$ cat src/rtl/fft16_peak_detect_if.sv
// Streaming bus between the FFT shift-out and the peak detector.
// The master side feeds bins; the slave side returns the peak report.
interface fft16_peak_detect_if #(
   parameter int N = 16,
   parameter int W = 16
);
   localparam int BW = $clog2(N);

   logic [2*W-1:0] Y_IN;
   logic           FRAME_START;
   logic           BUSY;
   logic           VALID;
   logic [BW-1:0]  PEAK_BIN;
   logic [2*W-1:0] PEAK_MAG;
   logic           HIT;

   modport master (
      output Y_IN, FRAME_START,
      input  BUSY, VALID, PEAK_BIN, PEAK_MAG, HIT
   );

   modport slave (
      input  Y_IN, FRAME_START,
      output BUSY, VALID, PEAK_BIN, PEAK_MAG, HIT
   );
endinterface

$ cat src/rtl/fft16_peak_detect.sv
// Squares each FFT bin and tracks the strongest bin within [FIRST_BIN, LAST_BIN].
// Two running-max banks, selected by a frame tag, let a new frame overlap the previous report.
module fft16_peak_detect #(
   parameter int          N         = 16,
   parameter int          W         = 16,
   parameter int          FIRST_BIN = 1,
   parameter int          LAST_BIN  = 7,
   parameter logic [31:0] THRESH    = 32'd4096
) (
   input logic                CLK,
   input logic                RESET,
   fft16_peak_detect_if.slave bus
);
   localparam int            BW       = $clog2(N);
   localparam logic [BW-1:0] FIRST_B  = BW'(FIRST_BIN);
   localparam logic [BW-1:0] LAST_B   = BW'(LAST_BIN);
   localparam logic [BW-1:0] LAST_CNT = BW'(N - 1);

   typedef enum logic [1:0] {IDLE, COLLECT, FLUSH, REPORT} state_t;

   state_t                r_state;
   state_t                w_state_nxt;
   logic [BW-1:0]         r_cnt;
   logic                  r_tag;

   logic                  w_fs;
   logic                  w_take;
   logic                  w_last;
   logic [BW-1:0]         w_bin;
   logic signed [2*W-1:0] w_re_x;
   logic signed [2*W-1:0] w_im_x;
   logic [2*W-1:0]        w_mag;
   logic                  w_elig;

   logic                  r_p_vld;
   logic [BW-1:0]         r_p_bin;
   logic                  r_p_tag;
   logic [2*W-1:0]        r_re_sq;
   logic [2*W-1:0]        r_im_sq;

   logic [2*W-1:0]        r_max_mag [2];
   logic [BW-1:0]         r_max_bin [2];

   logic                  r_d1, r_d1_tag, r_d2, r_d2_tag;
   logic                  r_valid;
   logic [BW-1:0]         r_peak_bin;
   logic [2*W-1:0]        r_peak_mag;
   logic                  r_hit;

   assign w_fs   = bus.FRAME_START;
   assign w_take = w_fs || (r_state == COLLECT);
   assign w_bin  = w_fs ? '0 : r_cnt;
   assign w_last = (r_state == COLLECT) && !w_fs && (r_cnt == LAST_CNT);
   assign w_re_x = $signed({{W{bus.Y_IN[2*W-1]}}, bus.Y_IN[2*W-1:W]});
   assign w_im_x = $signed({{W{bus.Y_IN[W-1]}}, bus.Y_IN[W-1:0]});
   assign w_mag  = r_re_sq + r_im_sq;
   assign w_elig = (r_p_bin >= FIRST_B) && (r_p_bin <= LAST_B);

   // NOTE: sequential state always uses non-blocking assignments so every register samples pre-edge values.
   always_ff @(posedge CLK) begin
      if (RESET) r_state <= IDLE;
      else       r_state <= w_state_nxt;
   end

   // NOTE: always_comb assigns a default first so no path leaves the signal unassigned and infers a latch.
   always_comb begin
      w_state_nxt = r_state;
      if (w_fs) begin
         w_state_nxt = COLLECT;
      end else begin
         case (r_state)
            IDLE:    w_state_nxt = IDLE;
            COLLECT: if (r_cnt == LAST_CNT) w_state_nxt = FLUSH;
            FLUSH:   w_state_nxt = REPORT;
            REPORT:  w_state_nxt = IDLE;
            default: w_state_nxt = IDLE;
         endcase
      end
   end

   always_comb begin
      bus.BUSY = (r_state != IDLE);
   end

   always_ff @(posedge CLK) begin
      if (RESET) begin
         r_cnt   <= '0;
         r_tag   <= 1'b0;
         r_p_vld <= 1'b0;
         r_p_bin <= '0;
         r_p_tag <= 1'b0;
         r_re_sq <= '0;
         r_im_sq <= '0;
      end else begin
         if (w_fs)                      r_cnt <= BW'(1);
         else if (r_state == COLLECT)   r_cnt <= r_cnt + 1'b1;
         if (w_fs) r_tag <= ~r_tag;
         r_p_vld <= w_take;
         r_p_bin <= w_bin;
         r_p_tag <= w_fs ? ~r_tag : r_tag;
         r_re_sq <= w_re_x * w_re_x;
         r_im_sq <= w_im_x * w_im_x;
      end
   end

   // NOTE: the two-entry running-max banks are cleared on reset; they are tiny registers, not RAM.
   // Frame-start re-initialisation is written last so it wins over a stale compare to the same bank.
   always_ff @(posedge CLK) begin
      if (RESET) begin
         for (int i = 0; i < 2; i++) begin
            r_max_mag[i] <= '0;
            r_max_bin[i] <= FIRST_B;
         end
      end else begin
         if (r_p_vld && w_elig && (w_mag > r_max_mag[r_p_tag])) begin
            r_max_mag[r_p_tag] <= w_mag;
            r_max_bin[r_p_tag] <= r_p_bin;
         end
         if (w_fs) begin
            r_max_mag[~r_tag] <= '0;
            r_max_bin[~r_tag] <= FIRST_B;
         end
      end
   end

   // Report is scheduled two cycles after the last bin, independent of the FSM, so overlap is safe.
   always_ff @(posedge CLK) begin
      if (RESET) begin
         r_d1       <= 1'b0;
         r_d1_tag   <= 1'b0;
         r_d2       <= 1'b0;
         r_d2_tag   <= 1'b0;
         r_valid    <= 1'b0;
         r_peak_bin <= '0;
         r_peak_mag <= '0;
         r_hit      <= 1'b0;
      end else begin
         r_d1     <= w_last;
         r_d1_tag <= r_tag;
         r_d2     <= r_d1;
         r_d2_tag <= r_d1_tag;
         r_valid  <= r_d2;
         if (r_d2) begin
            r_peak_bin <= r_max_bin[r_d2_tag];
            r_peak_mag <= r_max_mag[r_d2_tag];
            r_hit      <= (r_max_mag[r_d2_tag] >= THRESH);
         end
      end
   end

   assign bus.VALID    = r_valid;
   assign bus.PEAK_BIN = r_peak_bin;
   assign bus.PEAK_MAG = r_peak_mag;
   assign bus.HIT      = r_hit;
endmodule

$ cat src/flat_wrapper.sv
// flat-port wrapper written by rule: the top's interface ports become plain ports
module fft16_peak_detect_flat 
#(
   parameter int          N         = 16,
   parameter int          W         = 16,
   parameter int          FIRST_BIN = 1,
   parameter int          LAST_BIN  = 7,
   parameter logic [31:0] THRESH    = 32'd4096
)
  (CLK, RESET, bus_Y_IN, bus_FRAME_START, bus_BUSY, bus_VALID, bus_PEAK_BIN, bus_PEAK_MAG, bus_HIT);
  fft16_peak_detect_if #(.N(N), .W(W)) bus_i ();
  input logic CLK;
  input logic RESET;
  input wire logic [$bits(bus_i.Y_IN)-1:0] bus_Y_IN;
  input wire logic [$bits(bus_i.FRAME_START)-1:0] bus_FRAME_START;
  output wire logic [$bits(bus_i.BUSY)-1:0] bus_BUSY;
  output wire logic [$bits(bus_i.VALID)-1:0] bus_VALID;
  output wire logic [$bits(bus_i.PEAK_BIN)-1:0] bus_PEAK_BIN;
  output wire logic [$bits(bus_i.PEAK_MAG)-1:0] bus_PEAK_MAG;
  output wire logic [$bits(bus_i.HIT)-1:0] bus_HIT;
  assign bus_i.Y_IN = bus_Y_IN;
  assign bus_i.FRAME_START = bus_FRAME_START;
  assign bus_BUSY = bus_i.BUSY;
  assign bus_VALID = bus_i.VALID;
  assign bus_PEAK_BIN = bus_i.PEAK_BIN;
  assign bus_PEAK_MAG = bus_i.PEAK_MAG;
  assign bus_HIT = bus_i.HIT;
  fft16_peak_detect #(.N(N), .W(W), .FIRST_BIN(FIRST_BIN), .LAST_BIN(LAST_BIN), .THRESH(THRESH)) u_core (.CLK(CLK), .RESET(RESET), .bus(bus_i));
endmodule
$ cat config.mk
export PLATFORM = sky130hd
export DESIGN_NAME = fft16_peak_detect_flat
export DESIGN_NICKNAME = d
export VERILOG_FILES = /design/src/rtl/fft16_peak_detect_if.sv /design/src/rtl/fft16_peak_detect.sv /design/src/flat_wrapper.sv
export SDC_FILE = /design/constraint.sdc
export NUM_CORES = 2
export LEC_CHECK = 0
export ABC_CLOCK_PERIOD_IN_PS = 14100
export BUFFER_PORTS_ARGS = -buffer_cell sky130_fd_sc_hd__buf_2
export CAP_MARGIN = 20
export CORE_MARGIN = 2
export CORE_UTILIZATION = 70
export CTS_BUF_LIST = sky130_fd_sc_hd__clkbuf_4
export DETAILED_ROUTE_END_ITERATION = 10
export GPL_TIMING_DRIVEN = 0
export PLACE_DENSITY = 0.93
export SETUP_SLACK_MARGIN = 0.05
export SYNTH_ARGS = -nofsm -noshare
export SYNTH_HDL_FRONTEND = slang
export SYNTH_SLANG_ARGS = --single-unit
$ cat constraint.sdc
create_clock -name CLK -period 14.1 [get_ports CLK]
set_input_delay 1.41 -clock CLK [delete_from_list [all_inputs] [get_ports CLK]]
set_output_delay 1.41 -clock CLK [all_outputs]
set_load 0.01 [all_outputs]
==> impl_metrics.prom <==
# TYPE chip_impl_metric gauge
chip_impl_metric{name="ys_seq_area_share",unit="%"} 14.2
chip_impl_metric{name="global_route.usage.met3",unit="%"} 5.77
chip_impl_info{name="ys_dominant_reg_cell",value="sky130_fd_sc_hd__dfxtp_1"} 1
chip_impl_metric{name="timing.max_cap.violations",unit=""} 0
chip_impl_metric{name="num_vias",unit=""} 20833
chip_impl_metric{name="layout-drive-gt1-share",unit="%"} 5.00
chip_impl_metric{name="final_cells",unit=""} 3534
chip_impl_metric{name="slew_viol_final",unit=""} 0
chip_impl_metric{name="critPathMaxFanout",unit=""} 10
chip_impl_metric{name="fp.dieH",unit="um"} 199
chip_impl_metric{name="ys_warn_count",unit=""} 0
chip_impl_metric{name="global_route.usage.met2",unit="%"} 61.3
chip_impl_metric{name="crit_arrival",unit="ns"} 8.36
chip_impl_metric{name="crit_path_max_incr_delay",unit="ns"} 0.81
chip_impl_metric{name="initialDrtViolationCount",unit=""} 1384
chip_impl_metric{name="hold_violations",unit=""} 0
chip_impl_metric{name="setup_tns",unit="ns"} 0
chip_impl_info{name="end_kind",value="flop"} 1
chip_impl_metric{name="routed_wire_length",unit="um"} 66000
chip_impl_metric{name="nets",unit=""} 3758
chip_impl_metric{name="use_met1",unit="%"} 43.4
chip_impl_info{name="clock_tree.root_cell",value="sky130_fd_sc_hd__clkbuf_4"} 1
chip_impl_metric{name="antenna_found_initial",unit=""} 1
chip_impl_metric{name="yosysUniqueCellTypes",unit=""} 72
chip_impl_metric{name="grt.overflow.total",unit=""} 0
chip_impl_metric{name="timing.max_slew.rel_slack",unit="%"} 32.6
chip_impl_metric{name="crit_buf_inv",unit=""} 5
chip_impl_metric{name="clkLatencyLatePin",unit="ns"} 0.62
chip_impl_metric{name="h-tree-depth",unit=""} 4
chip_impl_metric{name="synthesis.area_per_instance",unit="um2"} 9.16
chip_impl_metric{name="detailedRoute.firstPassIterationCount",unit=""} 6
chip_impl_metric{name="cts-root-to-sink-buffers",unit=""} 2
chip_impl_info{name="tritoncts",value="done"} 1
chip_impl_metric{name="period_needed",unit="ns"} 7.87
chip_impl_metric{name="worst_slew_pin_slew",unit="ns"} 1.01
chip_impl_metric{name="num_rows",unit=""} 71
chip_impl_metric{name="tritoncts.num_buffers",unit=""} 17
chip_impl_metric{name="post_cts_buffers",unit=""} 0
chip_impl_metric{name="cts_repair_resize_count",unit=""} 0
chip_impl_metric{name="dp_hpwl",unit="um"} 55200
chip_impl_metric{name="design.portCount",unit=""} 74
chip_impl_info{name="hp-class",value="reg -> reg"} 1
chip_impl_metric{name="footprint_of_the_multi_input_gates",unit="um2"} 20100
chip_impl_metric{name="synth_fp_nets",unit=""} 3668
chip_impl_info{name="setup.worst_path.class",value="in -> reg"} 1
chip_impl_metric{name="cts.sinks",unit=""} 189
chip_impl_metric{name="avgRoutedWirePerCell",unit="um"} 18.7
chip_impl_metric{name="post_synthesis_cell_count",unit=""} 2919
chip_impl_metric{name="port_buffers",unit=""} 69
chip_impl_metric{name="timing.final.setup_violations",unit=""} 0
chip_impl_info{name="setup.worst_path.start_class",value="input pin"} 1
chip_impl_metric{name="synth_area",unit="um2"} 26700
chip_impl_metric{name="viasPerCell",unit=""} 5.90
chip_impl_info{name="gate_family_responsible_for_the_most_delay_along_the_worst_path",value="adder cells"} 1
chip_impl_metric{name="die_w",unit="um"} 199
chip_impl_metric{name="timing.hold.ws",unit="ns"} 0.458
chip_impl_info{name="cp_cell_sequence",value="clkbuf_1 > clkbuf_1 > nand2_1 > fa_1 > inv_1 > fa_1 > fa_1 > fa_1 > fa_1 > inv_1 > fa_1 > inv_1 > ha_1 > and3_1 > a221oi_1 > o21ai_0 > nand2_1 > o31ai_1 > o41ai_1 > o21ai_0 > xnor2_1 > nor2_1"} 1
chip_impl_metric{name="fillCellCount",unit=""} 2665
chip_impl_metric{name="clock_skew",unit="ns"} 0.0576
chip_impl_metric{name="synth_async_sr_flop_share",unit="%"} 0
chip_impl_info{name="critPathSlowestCell",value="sky130_fd_sc_hd__fa_1"} 1
chip_impl_metric{name="crit_required",unit="ns"} 14.59
chip_impl_metric{name="clock.fmax",unit="MHz"} 127
chip_impl_metric{name="drt_drc_violations_left",unit=""} 0
chip_impl_metric{name="routabilityCongestion",unit=""} 1.02
chip_impl_metric{name="register_area",unit="um2"} 3780
chip_impl_metric{name="track_usage",unit="%"} 35.2
chip_impl_metric{name="first_global_vias",unit=""} 22562
chip_impl_info{name="rsz_0062_raised_after_global_routing",value="no"} 1
chip_impl_metric{name="grt_max_degree",unit=""} 24
chip_impl_metric{name="die-area",unit="um2"} 39800
chip_impl_metric{name="core_area",unit="um2"} 37700
chip_impl_metric{name="synth_seq_cells",unit=""} 189
chip_impl_metric{name="drt.antenna.violating_nets",unit=""} 0
chip_impl_metric{name="finalCritPeriodShare",unit="%"} 55.8
chip_impl_metric{name="clkSlewWorstSetupHoldPaths",unit="ns"} 0.18
chip_impl_info{name="busiest_layer",value="met2"} 1
chip_impl_metric{name="synth_enable_flop_cells",unit=""} 0
chip_impl_info{name="cell_seen_most_often_among_critical_path_stages",value="sky130_fd_sc_hd__fa_1"} 1
chip_impl_info{name="status",value="completed"} 1
chip_impl_metric{name="dpl.cell_count",unit=""} 3500
chip_impl_metric{name="count_of_hold_buffers_inserted_by_post_cts_repair",unit=""} 0
chip_impl_metric{name="syn2layout_area_growth",unit="%"} 5.06
chip_impl_metric{name="grt_first_pass_wirelength",unit="um"} 109000
chip_impl_metric{name="floorplan.initialDensity",unit="%"} 71.0
[registers in the layout (all words and copies together), names as in the netlist, named ones only]
| register | count |
|---|---|
| u_core.r_max_bin | 8 |
| u_core.bus.PEAK_BIN | 4 |
| u_core.r_d2_tag | 1 |
| u_core.r_p_vld | 1 |
| u_core.r_state | 2 |
| u_core.r_re_sq | 31 |
| u_core.bus.PEAK_MAG | 32 |
| u_core.r_p_tag | 1 |
| u_core.bus.HIT | 1 |
| u_core.r_d1_tag | 1 |
| u_core.r_p_bin | 4 |
| u_core.r_im_sq | 31 |
| u_core.bus.VALID | 1 |
| u_core.r_max_mag | 64 |
| u_core.r_cnt | 4 |
| u_core.r_d1 | 1 |
| u_core.r_d2 | 1 |
[cells in the final DEF (no fill, tap or decap), drive strengths merged, types with 43 or more instances in the layout]
cell | netlist | final
clkbuf | 78 | 96
ha | 246 | 246
buf | 26 | 96
a211oi | 52 | 52
dfxtp | 189 | 189
a21o | 51 | 51
and2 | 78 | 78
nor2 | 196 | 196
a21oi | 121 | 121
mux2i | 73 | 73
nand3b | 53 | 53
fa | 468 | 468
inv | 635 | 643
xnor2 | 79 | 79
nand2 | 237 | 237
o21ai | 43 | 43
[area by class of cell]
type	instances	share of cell area (%)
diodes	1	0.00891
plain buffers	104	1.46
clock buffers	17	0.454
clock inverters	15	0.789
inverters	638	8.53
multi-input cells	1988	71.7
flip-flops and latches	189	13.5
well taps	511	2.28
repair buffers	71	1.28
[worst paths after layout]
kind                                                   start                                    to  slack (ns)  cells past startpoint
worst max-delay path                             bus_Y_IN[5]         u_core.r_im_sq[30]$_SDFF_PP0_        6.23                     22
worst min-delay path              u_core.r_d1_tag$_SDFF_PP0_            u_core.r_d2_tag$_SDFF_PP0_        0.46                      1
worst max register to register  u_core.r_re_sq[8]$_SDFF_PP0_  u_core.r_max_mag[0][13]$_SDFFE_PP0P_        8.86                     22
worst min register to register    u_core.r_d1_tag$_SDFF_PP0_            u_core.r_d2_tag$_SDFF_PP0_        0.46                      1
[metal layers]
layer,wire (um),vias up,part of all wire [%]
li1,-,9307,-
met1,25000,10365,38
met2,33100,913,50
met3,5060,248,7.7
met4,2860,0,4.3
met5,0,-,0
[through the flow]
stage,setup WS [ns],utilization (%),area [um2]
5_1_grt,6.00,74.6,28100
6_report,6.23,74.6,28100
3_3_place_gp,5.87,73.6,27700
2_1_floorplan,6.86,-,26700
3_5_place_dp,5.71,73.6,27700
4_1_cts,6.34,74.5,28100
[cell usage after synthesis, drive strengths merged, types with 4 or more instances]
cell type  number  area [um2]
a31o           12         105
clkbuf         78         293
xnor2          79         692
a21oi         121         613
and2           78         488
xor2           35         307
nand2         237         890
nand3          16        80.1
a31oi           6        43.8
or2            10        62.6
nand4b         12         105
a211o           7        61.3
fa            468        9370
mux2i          73         731
o21a           17         128
or3             5        31.3
and4            5        43.8
nor4b           4        41.3
o21ai          43         215
a211oi         52         408
nand2b         15        93.8
ha            246        3080
nand4          13        81.3
a2111oi         4        53.8
nor3           30         155
nand3b         53         398
nor2          196         736
a21o           51         383
buf            26         116
dfxtp         189        3780
o211ai          8        65.1
nor2b          22         138
and3           12        75.1
o21bai         12        90.1
inv           635        2380
nor4           12        75.1
[kinds of logic (layout without fill, tap and decap cells)]
logic type / count (synthesis) / in the layout / share of synthesized area [%]
mux: 75 / 75 / 2.82
other cells: 0 / 1 / 0
fa+ha+maj: 714 / 714 / 46.6
xor+xnor: 114 / 114 / 3.74
compound gates: 359 / 359 / 8.98
buf+inv: 742 / 845 / 10.5
flops: 189 / 189 / 14.2
simple gates: 726 / 726 / 13.3
Power is left out: the tool's default activity adds up to more than one toggle a clock period on the data nets, which glitch-free logic cannot reach.
